--- src/rtl/vec_issue_if.sv ---
// vec_issue_if: handshake bundle between the scalar pipeline, vec_issue_unit and the vector coprocessor
//   sc_*  : scalar-side request (valid/ready + instr/rs1/rs2), flush, and response (valid/ready + data/illegal/timeout)
//   vec_* : coprocessor-side issue (valid + instruction/rs1/rs2) and completion (ack + is_vec/csr_out)
//   slave  = view of vec_issue_unit, master = view of the surrounding core/coprocessor
interface vec_issue_if #(parameter int XLEN = 32);
  logic            sc_valid, sc_ready, sc_flush;
  logic [XLEN-1:0] sc_instr, sc_rs1, sc_rs2;
  logic            sc_resp_valid, sc_resp_ready, sc_resp_illegal, sc_resp_timeout;
  logic [XLEN-1:0] sc_resp_data;
  logic            vec_valid, vec_ack, vec_is_vec;
  logic [XLEN-1:0] vec_instruction, vec_rs1_data, vec_rs2_data, vec_csr_out;
  modport slave (
    input  sc_valid, sc_instr, sc_rs1, sc_rs2, sc_flush, sc_resp_ready, vec_ack, vec_is_vec, vec_csr_out,
    output sc_ready, sc_resp_valid, sc_resp_data, sc_resp_illegal, sc_resp_timeout,
           vec_valid, vec_instruction, vec_rs1_data, vec_rs2_data
  );
  modport master (
    output sc_valid, sc_instr, sc_rs1, sc_rs2, sc_flush, sc_resp_ready, vec_ack, vec_is_vec, vec_csr_out,
    input  sc_ready, sc_resp_valid, sc_resp_data, sc_resp_illegal, sc_resp_timeout,
           vec_valid, vec_instruction, vec_rs1_data, vec_rs2_data
  );
endinterface

--- src/rtl/vec_issue_unit.sv ---
// vec_issue_unit: FIFO-buffered dispatcher of vector instructions from the scalar core to the vector coprocessor
//   clk_i   : rising-edge clock
//   reset_i : asynchronous active-high reset
//   io      : vec_issue_if.slave (scalar request/flush/response, vector issue/ack)
module vec_issue_unit #(
  parameter int XLEN    = 32,
  parameter int DEPTH   = 4,
  parameter int TIMEOUT = 16
) (
  input  logic        clk_i,
  input  logic        reset_i,
  vec_issue_if.slave  io
);
  localparam int AW = $clog2(DEPTH);
  localparam int CW = AW + 1;
  localparam int TW = $clog2(TIMEOUT);
  typedef enum logic [1:0] {IDLE, ISSUE, RESP} state_t;
  state_t          state_q, state_d;
  logic [AW-1:0]   rd_ptr_q, rd_ptr_d, wr_ptr_q, wr_ptr_d;
  logic [CW-1:0]   count_q, count_d;
  logic [TW-1:0]   timer_q, timer_d;
  logic [XLEN-1:0] data_q, data_d;
  logic            ill_q, ill_d, to_q, to_d;
  logic [3*XLEN-1:0] mem [DEPTH];
  logic [3*XLEN-1:0] head;
  logic            push, pop, issuing;
  assign issuing          = state_q == ISSUE;
  assign io.sc_ready      = count_q != CW'(DEPTH);
  assign push             = io.sc_valid && io.sc_ready && !io.sc_flush;
  assign pop              = state_q == RESP && io.sc_resp_ready;
  assign head             = issuing ? mem[rd_ptr_q] : '0;
  assign io.vec_valid     = issuing;
  assign io.vec_instruction = head[3*XLEN-1:2*XLEN];
  assign io.vec_rs1_data  = head[2*XLEN-1:XLEN];
  assign io.vec_rs2_data  = head[XLEN-1:0];
  assign io.sc_resp_valid   = state_q == RESP;
  assign io.sc_resp_data    = data_q;
  assign io.sc_resp_illegal = ill_q;
  assign io.sc_resp_timeout = to_q;
  always_ff @(posedge clk_i)
    if (push) mem[wr_ptr_q] <= {io.sc_instr, io.sc_rs1, io.sc_rs2};
  always_comb begin
    state_d  = state_q;
    timer_d  = timer_q;
    data_d   = data_q;
    ill_d    = ill_q;
    to_d     = to_q;
    rd_ptr_d = rd_ptr_q + AW'(pop);
    wr_ptr_d = wr_ptr_q + AW'(push);
    count_d  = count_q + CW'(push) - CW'(pop);
    // Flush: idle drops everything; otherwise only the in-flight head survives (and may pop this edge)
    if (io.sc_flush) begin
      rd_ptr_d = state_q == IDLE ? wr_ptr_q : rd_ptr_d;
      wr_ptr_d = state_q == IDLE ? wr_ptr_q : rd_ptr_q + AW'(1);
      count_d  = (state_q == IDLE || pop) ? '0 : CW'(1);
    end
    case (state_q)
      IDLE: if (count_q != '0 && !io.sc_flush) begin
        state_d = ISSUE;
        timer_d = '0;
      end
      ISSUE: begin
        timer_d = timer_q + TW'(1);
        // Ack wins over a timeout expiring on the same cycle
        if (io.vec_ack || timer_q == TW'(TIMEOUT - 1)) begin
          state_d = RESP;
          ill_d   = !io.vec_ack || !io.vec_is_vec;
          to_d    = !io.vec_ack;
          data_d  = (io.vec_ack && io.vec_is_vec) ? io.vec_csr_out : '0;
        end
      end
      RESP: if (io.sc_resp_ready) begin
        state_d = IDLE;
        timer_d = '0;
        data_d  = '0;
        ill_d   = 1'b0;
        to_d    = 1'b0;
      end
      default: state_d = IDLE;
    endcase
  end
  always_ff @(posedge clk_i or posedge reset_i)
    if (reset_i) begin
      state_q  <= IDLE;
      rd_ptr_q <= '0;
      wr_ptr_q <= '0;
      count_q  <= '0;
      timer_q  <= '0;
      data_q   <= '0;
      ill_q    <= 1'b0;
      to_q     <= 1'b0;
    end else begin
      state_q  <= state_d;
      rd_ptr_q <= rd_ptr_d;
      wr_ptr_q <= wr_ptr_d;
      count_q  <= count_d;
      timer_q  <= timer_d;
      data_q   <= data_d;
      ill_q    <= ill_d;
      to_q     <= to_d;
    end
endmodule

--- src/flat_wrapper.sv ---
// flat-port wrapper written by rule: the top's interface ports become plain ports
module vec_issue_unit_flat 
#(
  parameter int XLEN    = 32,
  parameter int DEPTH   = 4,
  parameter int TIMEOUT = 16
)
  (clk_i, reset_i, io_sc_valid, io_sc_instr, io_sc_rs1, io_sc_rs2, io_sc_flush, io_sc_resp_ready, io_vec_ack, io_vec_is_vec, io_vec_csr_out, io_sc_ready, io_sc_resp_valid, io_sc_resp_data, io_sc_resp_illegal, io_sc_resp_timeout, io_vec_valid, io_vec_instruction, io_vec_rs1_data, io_vec_rs2_data);
  vec_issue_if #(.XLEN(XLEN)) io_i ();
  input  logic clk_i;
  input  logic reset_i;
  input wire logic [$bits(io_i.sc_valid)-1:0] io_sc_valid;
  input wire logic [$bits(io_i.sc_instr)-1:0] io_sc_instr;
  input wire logic [$bits(io_i.sc_rs1)-1:0] io_sc_rs1;
  input wire logic [$bits(io_i.sc_rs2)-1:0] io_sc_rs2;
  input wire logic [$bits(io_i.sc_flush)-1:0] io_sc_flush;
  input wire logic [$bits(io_i.sc_resp_ready)-1:0] io_sc_resp_ready;
  input wire logic [$bits(io_i.vec_ack)-1:0] io_vec_ack;
  input wire logic [$bits(io_i.vec_is_vec)-1:0] io_vec_is_vec;
  input wire logic [$bits(io_i.vec_csr_out)-1:0] io_vec_csr_out;
  output wire logic [$bits(io_i.sc_ready)-1:0] io_sc_ready;
  output wire logic [$bits(io_i.sc_resp_valid)-1:0] io_sc_resp_valid;
  output wire logic [$bits(io_i.sc_resp_data)-1:0] io_sc_resp_data;
  output wire logic [$bits(io_i.sc_resp_illegal)-1:0] io_sc_resp_illegal;
  output wire logic [$bits(io_i.sc_resp_timeout)-1:0] io_sc_resp_timeout;
  output wire logic [$bits(io_i.vec_valid)-1:0] io_vec_valid;
  output wire logic [$bits(io_i.vec_instruction)-1:0] io_vec_instruction;
  output wire logic [$bits(io_i.vec_rs1_data)-1:0] io_vec_rs1_data;
  output wire logic [$bits(io_i.vec_rs2_data)-1:0] io_vec_rs2_data;
  assign io_i.sc_valid = io_sc_valid;
  assign io_i.sc_instr = io_sc_instr;
  assign io_i.sc_rs1 = io_sc_rs1;
  assign io_i.sc_rs2 = io_sc_rs2;
  assign io_i.sc_flush = io_sc_flush;
  assign io_i.sc_resp_ready = io_sc_resp_ready;
  assign io_i.vec_ack = io_vec_ack;
  assign io_i.vec_is_vec = io_vec_is_vec;
  assign io_i.vec_csr_out = io_vec_csr_out;
  assign io_sc_ready = io_i.sc_ready;
  assign io_sc_resp_valid = io_i.sc_resp_valid;
  assign io_sc_resp_data = io_i.sc_resp_data;
  assign io_sc_resp_illegal = io_i.sc_resp_illegal;
  assign io_sc_resp_timeout = io_i.sc_resp_timeout;
  assign io_vec_valid = io_i.vec_valid;
  assign io_vec_instruction = io_i.vec_instruction;
  assign io_vec_rs1_data = io_i.vec_rs1_data;
  assign io_vec_rs2_data = io_i.vec_rs2_data;
  vec_issue_unit #(.XLEN(XLEN), .DEPTH(DEPTH), .TIMEOUT(TIMEOUT)) u_core (.clk_i(clk_i), .reset_i(reset_i), .io(io_i));
endmodule
--- config.mk ---
export PLATFORM = sky130hd
export DESIGN_NAME = vec_issue_unit_flat
export DESIGN_NICKNAME = d
export VERILOG_FILES = /design/src/rtl/vec_issue_if.sv /design/src/rtl/vec_issue_unit.sv /design/src/flat_wrapper.sv
export SDC_FILE = /design/constraint.sdc
export NUM_CORES = 1
export LEC_CHECK = 0
export ABC_AREA = 1
export CORE_AREA = 2 2 188 190
export DETAILED_ROUTE_END_ITERATION = 10
export DIE_AREA = 0 0 190 192
export PLACE_DENSITY = 0.74
export SETUP_SLACK_MARGIN = 0.3
export SYNTH_ARGS = -nofsm -noshare
export SYNTH_HDL_FRONTEND = slang
export SYNTH_SLANG_ARGS = --single-unit
--- constraint.sdc ---
create_clock -name clk_i -period 11.3 [get_ports clk_i]
set_input_delay 2.26 -clock clk_i [delete_from_list [all_inputs] [get_ports clk_i]]
set_output_delay 2.26 -clock clk_i [all_outputs]
set_load 0.05 [all_outputs]
==> metrics.yaml <==
setup_path:
  crit_fanout: 104
  rrSetupSlack_ns: 8.71
  startpoint_type: "flop"
  crit_type: "flop to primary output"
  critPathRequiredTime_ns: 9.04
  end_kind: "primary output"
  cp.arrival_ns: 4.50
logic_synthesis:
  synth_top_area_cell: "edfxtp_1"
  ys_types: 27
  syn_inst: 1386
  syn_avg_cell_area_um2: 12.23
  yosys_register_bits: 431
  synthFlopType: "edfxtp_1"
  synth_edf_count: 384
  synth_top_area_share_pct: 68.03
  synthTopCellsByArea: "edfxtp_1 (68%), nor2_1 (8.7%), dfrtp_1 (6.9%)"
  yosys_warnings: 0
  syn_area_mm2: 0.01695
  synth_nets: 1526
  synthArstFlopShare_pct: 10.90
  netlist_top_cells_count: "nor2_1 (391), edfxtp_1 (384), o21ai_0 (170), nand2_1 (101), a21oi_1 (99)"
  synth_sequential_area_ratio_pct: 74.97
  synth.most_common_cell: "nor2_1"
cells_and_area:
  area.growth.synth_to_final_pct: 24.74
  multi_input_area_mm2: 0.003737
  diodes: 0
  seq_area_mm2: 0.01271
  fillers: 2575
  drive_above_1_share_pct: 5.371
  final_cell_count_no_fill: 2112
  nNetsFinal: 1770
clocking:
  cts-root-buf: "clkbuf_16"
  worstSkewPairLatency_ns: 0.52
  clk_path_buf_depth: 3
  post_cts_resized: 0
  clkTransAtPathRegs_ns: 0.06
  post-cts-setup-buffers: 0
  cts_tree: "done"
  clock_sinks: 431
  htree_levels: 2
  cts_hold_buf: 0
  cts_buffers: 43
grt:
  track_usage_pct: 20.99
  grt.overflow.total: 0
  grt_pass1_vias: 11320
  grt_pass1_wl_um: 60040
  antenna_found_initial: 1
  grt_start_max_net_pins: 105
power:
  p_per_area_mw_per_mm2: 263.0
  peakVddDrop_mv: 0.1603
  p_leak_nw: 7.457
floorplan:
  die_area_mm2: 0.03648
  placementRows: 68
  ios: 268
  die_w_um: 190
  coreArea_mm2: 0.03429
  die_y_um: 192
  start_util_pct: 49.43
route:
  firstDrtPassIters: 5
  num_vias: 11220
  wl_um: 38490
  first_iter_violations: 868
  drc: 0
  wl_per_cell_um: 18.22
  via_per_inst: 5.311
  ant_nets: 0
sta:
  finalSetupTns_ns: 0
  whs_ns: 0.4969
  max_freq_mhz: 147.8
  min_period_ns: 6.765
  maxSlewViolCount: 0
  rsz0062_at_grt: "no"
  setup_violations: 0
  timing.final.crit_share_pct: 59.86
  maxSlewHeadroom_pct: 27.49
  worstMarginPinSlew_ns: 1.088
  skew_ns: 0.01450
  hold_viol_final: 0
placed_design:
  placedCellCount: 2040
  gp_congestion: 0.7853
  port_buffers: 267
  dp_hpwl_um: 21990
flow_run:
  cap_violations: 0
hold_path:
  min_path_type: "flop to flop"
status:
  outcome: "complete, no violations"
-- through the flow --
stage                     setup slack (ns)  power [W]  cell area, um^2  utilization (%)
after floorplan                      1.555   0.003671            16950                -
after global placement               5.146   0.004293            19890            58.01
after detailed placement             5.055   0.004336            19890            58.01
after CTS                            4.489   0.005618            21140            61.67
after global routing                 4.251   0.005868            21140            61.67
final                                4.535   0.005561            21140            61.67
-- where the power goes --
group / internal [W] / leakage (nW) / switching [W]
clock network: 0.000729 / 0.623 / 0.000545
logic: 0.000645 / 2.73 / 0.00153
registers: 0.00196 / 4.10 / 0.000152
-- flip-flops by register name, indices dropped and copies added (netlist names) --
| name | count |
|---|---|
| u_core.count_q | 3 |
| u_core.io.sc_resp_data | 32 |
| u_core.io.sc_resp_illegal | 1 |
| u_core.io.sc_resp_timeout | 1 |
| u_core.mem | 384 |
| u_core.rd_ptr_q | 2 |
| u_core.state_q | 2 |
| u_core.timer_q | 4 |
| u_core.wr_ptr_q | 2 |
-- per-layer routing --
| layer | global-route usage (%) | part of all wire (%) | up-vias | wire length (um) |
|---|---|---|---|---|
| li1 | - | - | 5328 | - |
| met2 | 35.89 | 49 | 375 | 18870 |
| met5 | 0 | 0.034 | - | 13 |
| met3 | 4.824 | 7.8 | 47 | 3008 |
| met4 | 5.665 | 1.4 | 2 | 539 |
| met1 | 27.11 | 42 | 5465 | 16050 |
-- critical path: stages (launching register included) --
cell and delay (ns):
dfrtp_4 0.82, inv_4 0.84, buf_4 0.76, o21ai_0 0.25
a21oi_1 0.30, clkdlybuf4s50_1 0.86
-- cell usage in the layout, fill, tap and decap left out, types with 10 or more instances in the layout --
cell	n
nor2_1	391
edfxtp_1	384
clkdlybuf4s50_1	267
o21ai_0	170
nand2_1	101
a21oi_1	99
nand3_1	46
dfrtp_1	45
clkbuf_16	43
o21ai_1	25
inv_1	16
buf_4	15
clkinv_1	11
clkinv_2	10
-- final timing paths --
path	end	depth (start not counted)	startpoint
worst min register to register	u_core.io.sc_resp_data[8]	2	u_core.io.sc_resp_data[8]
worst max-delay path	io_vec_rs2_data[21]	5	u_core.rd_ptr_q[0]
max in group asynchronous	u_core.rd_ptr_q[0]	3	reset_i
worst min-delay path	u_core.io.sc_resp_data[8]	2	u_core.io.sc_resp_data[8]
min in group asynchronous	u_core.io.sc_resp_data[17]	3	reset_i
worst max register to register	u_core.io.sc_resp_data[16]	7	u_core.state_q[1]
-- cell type report --
type,count,area share (%)
flip-flops and latches,431,60.13
multi-input cells,851,17.68
repair buffers,282,13.17
clock buffers,50,5.326
well taps,455,2.692
clock inverters,22,0.6095
inverters,21,0.3906
-- logic make-up (layout without fill, tap and decap cells) --
kind of cell / after synthesis / in the layout / share of synthesized area [%]
xor+xnor: 2 / 2 / 0.1034
buf+inv: 104 / 375 / 3.130
fa+ha+maj: 5 / 5 / 0.4134
simple gates: 549 / 549 / 12.66
compound gates: 295 / 295 / 8.725
flops: 431 / 431 / 74.97
Power figures use the tool's default switching activity.
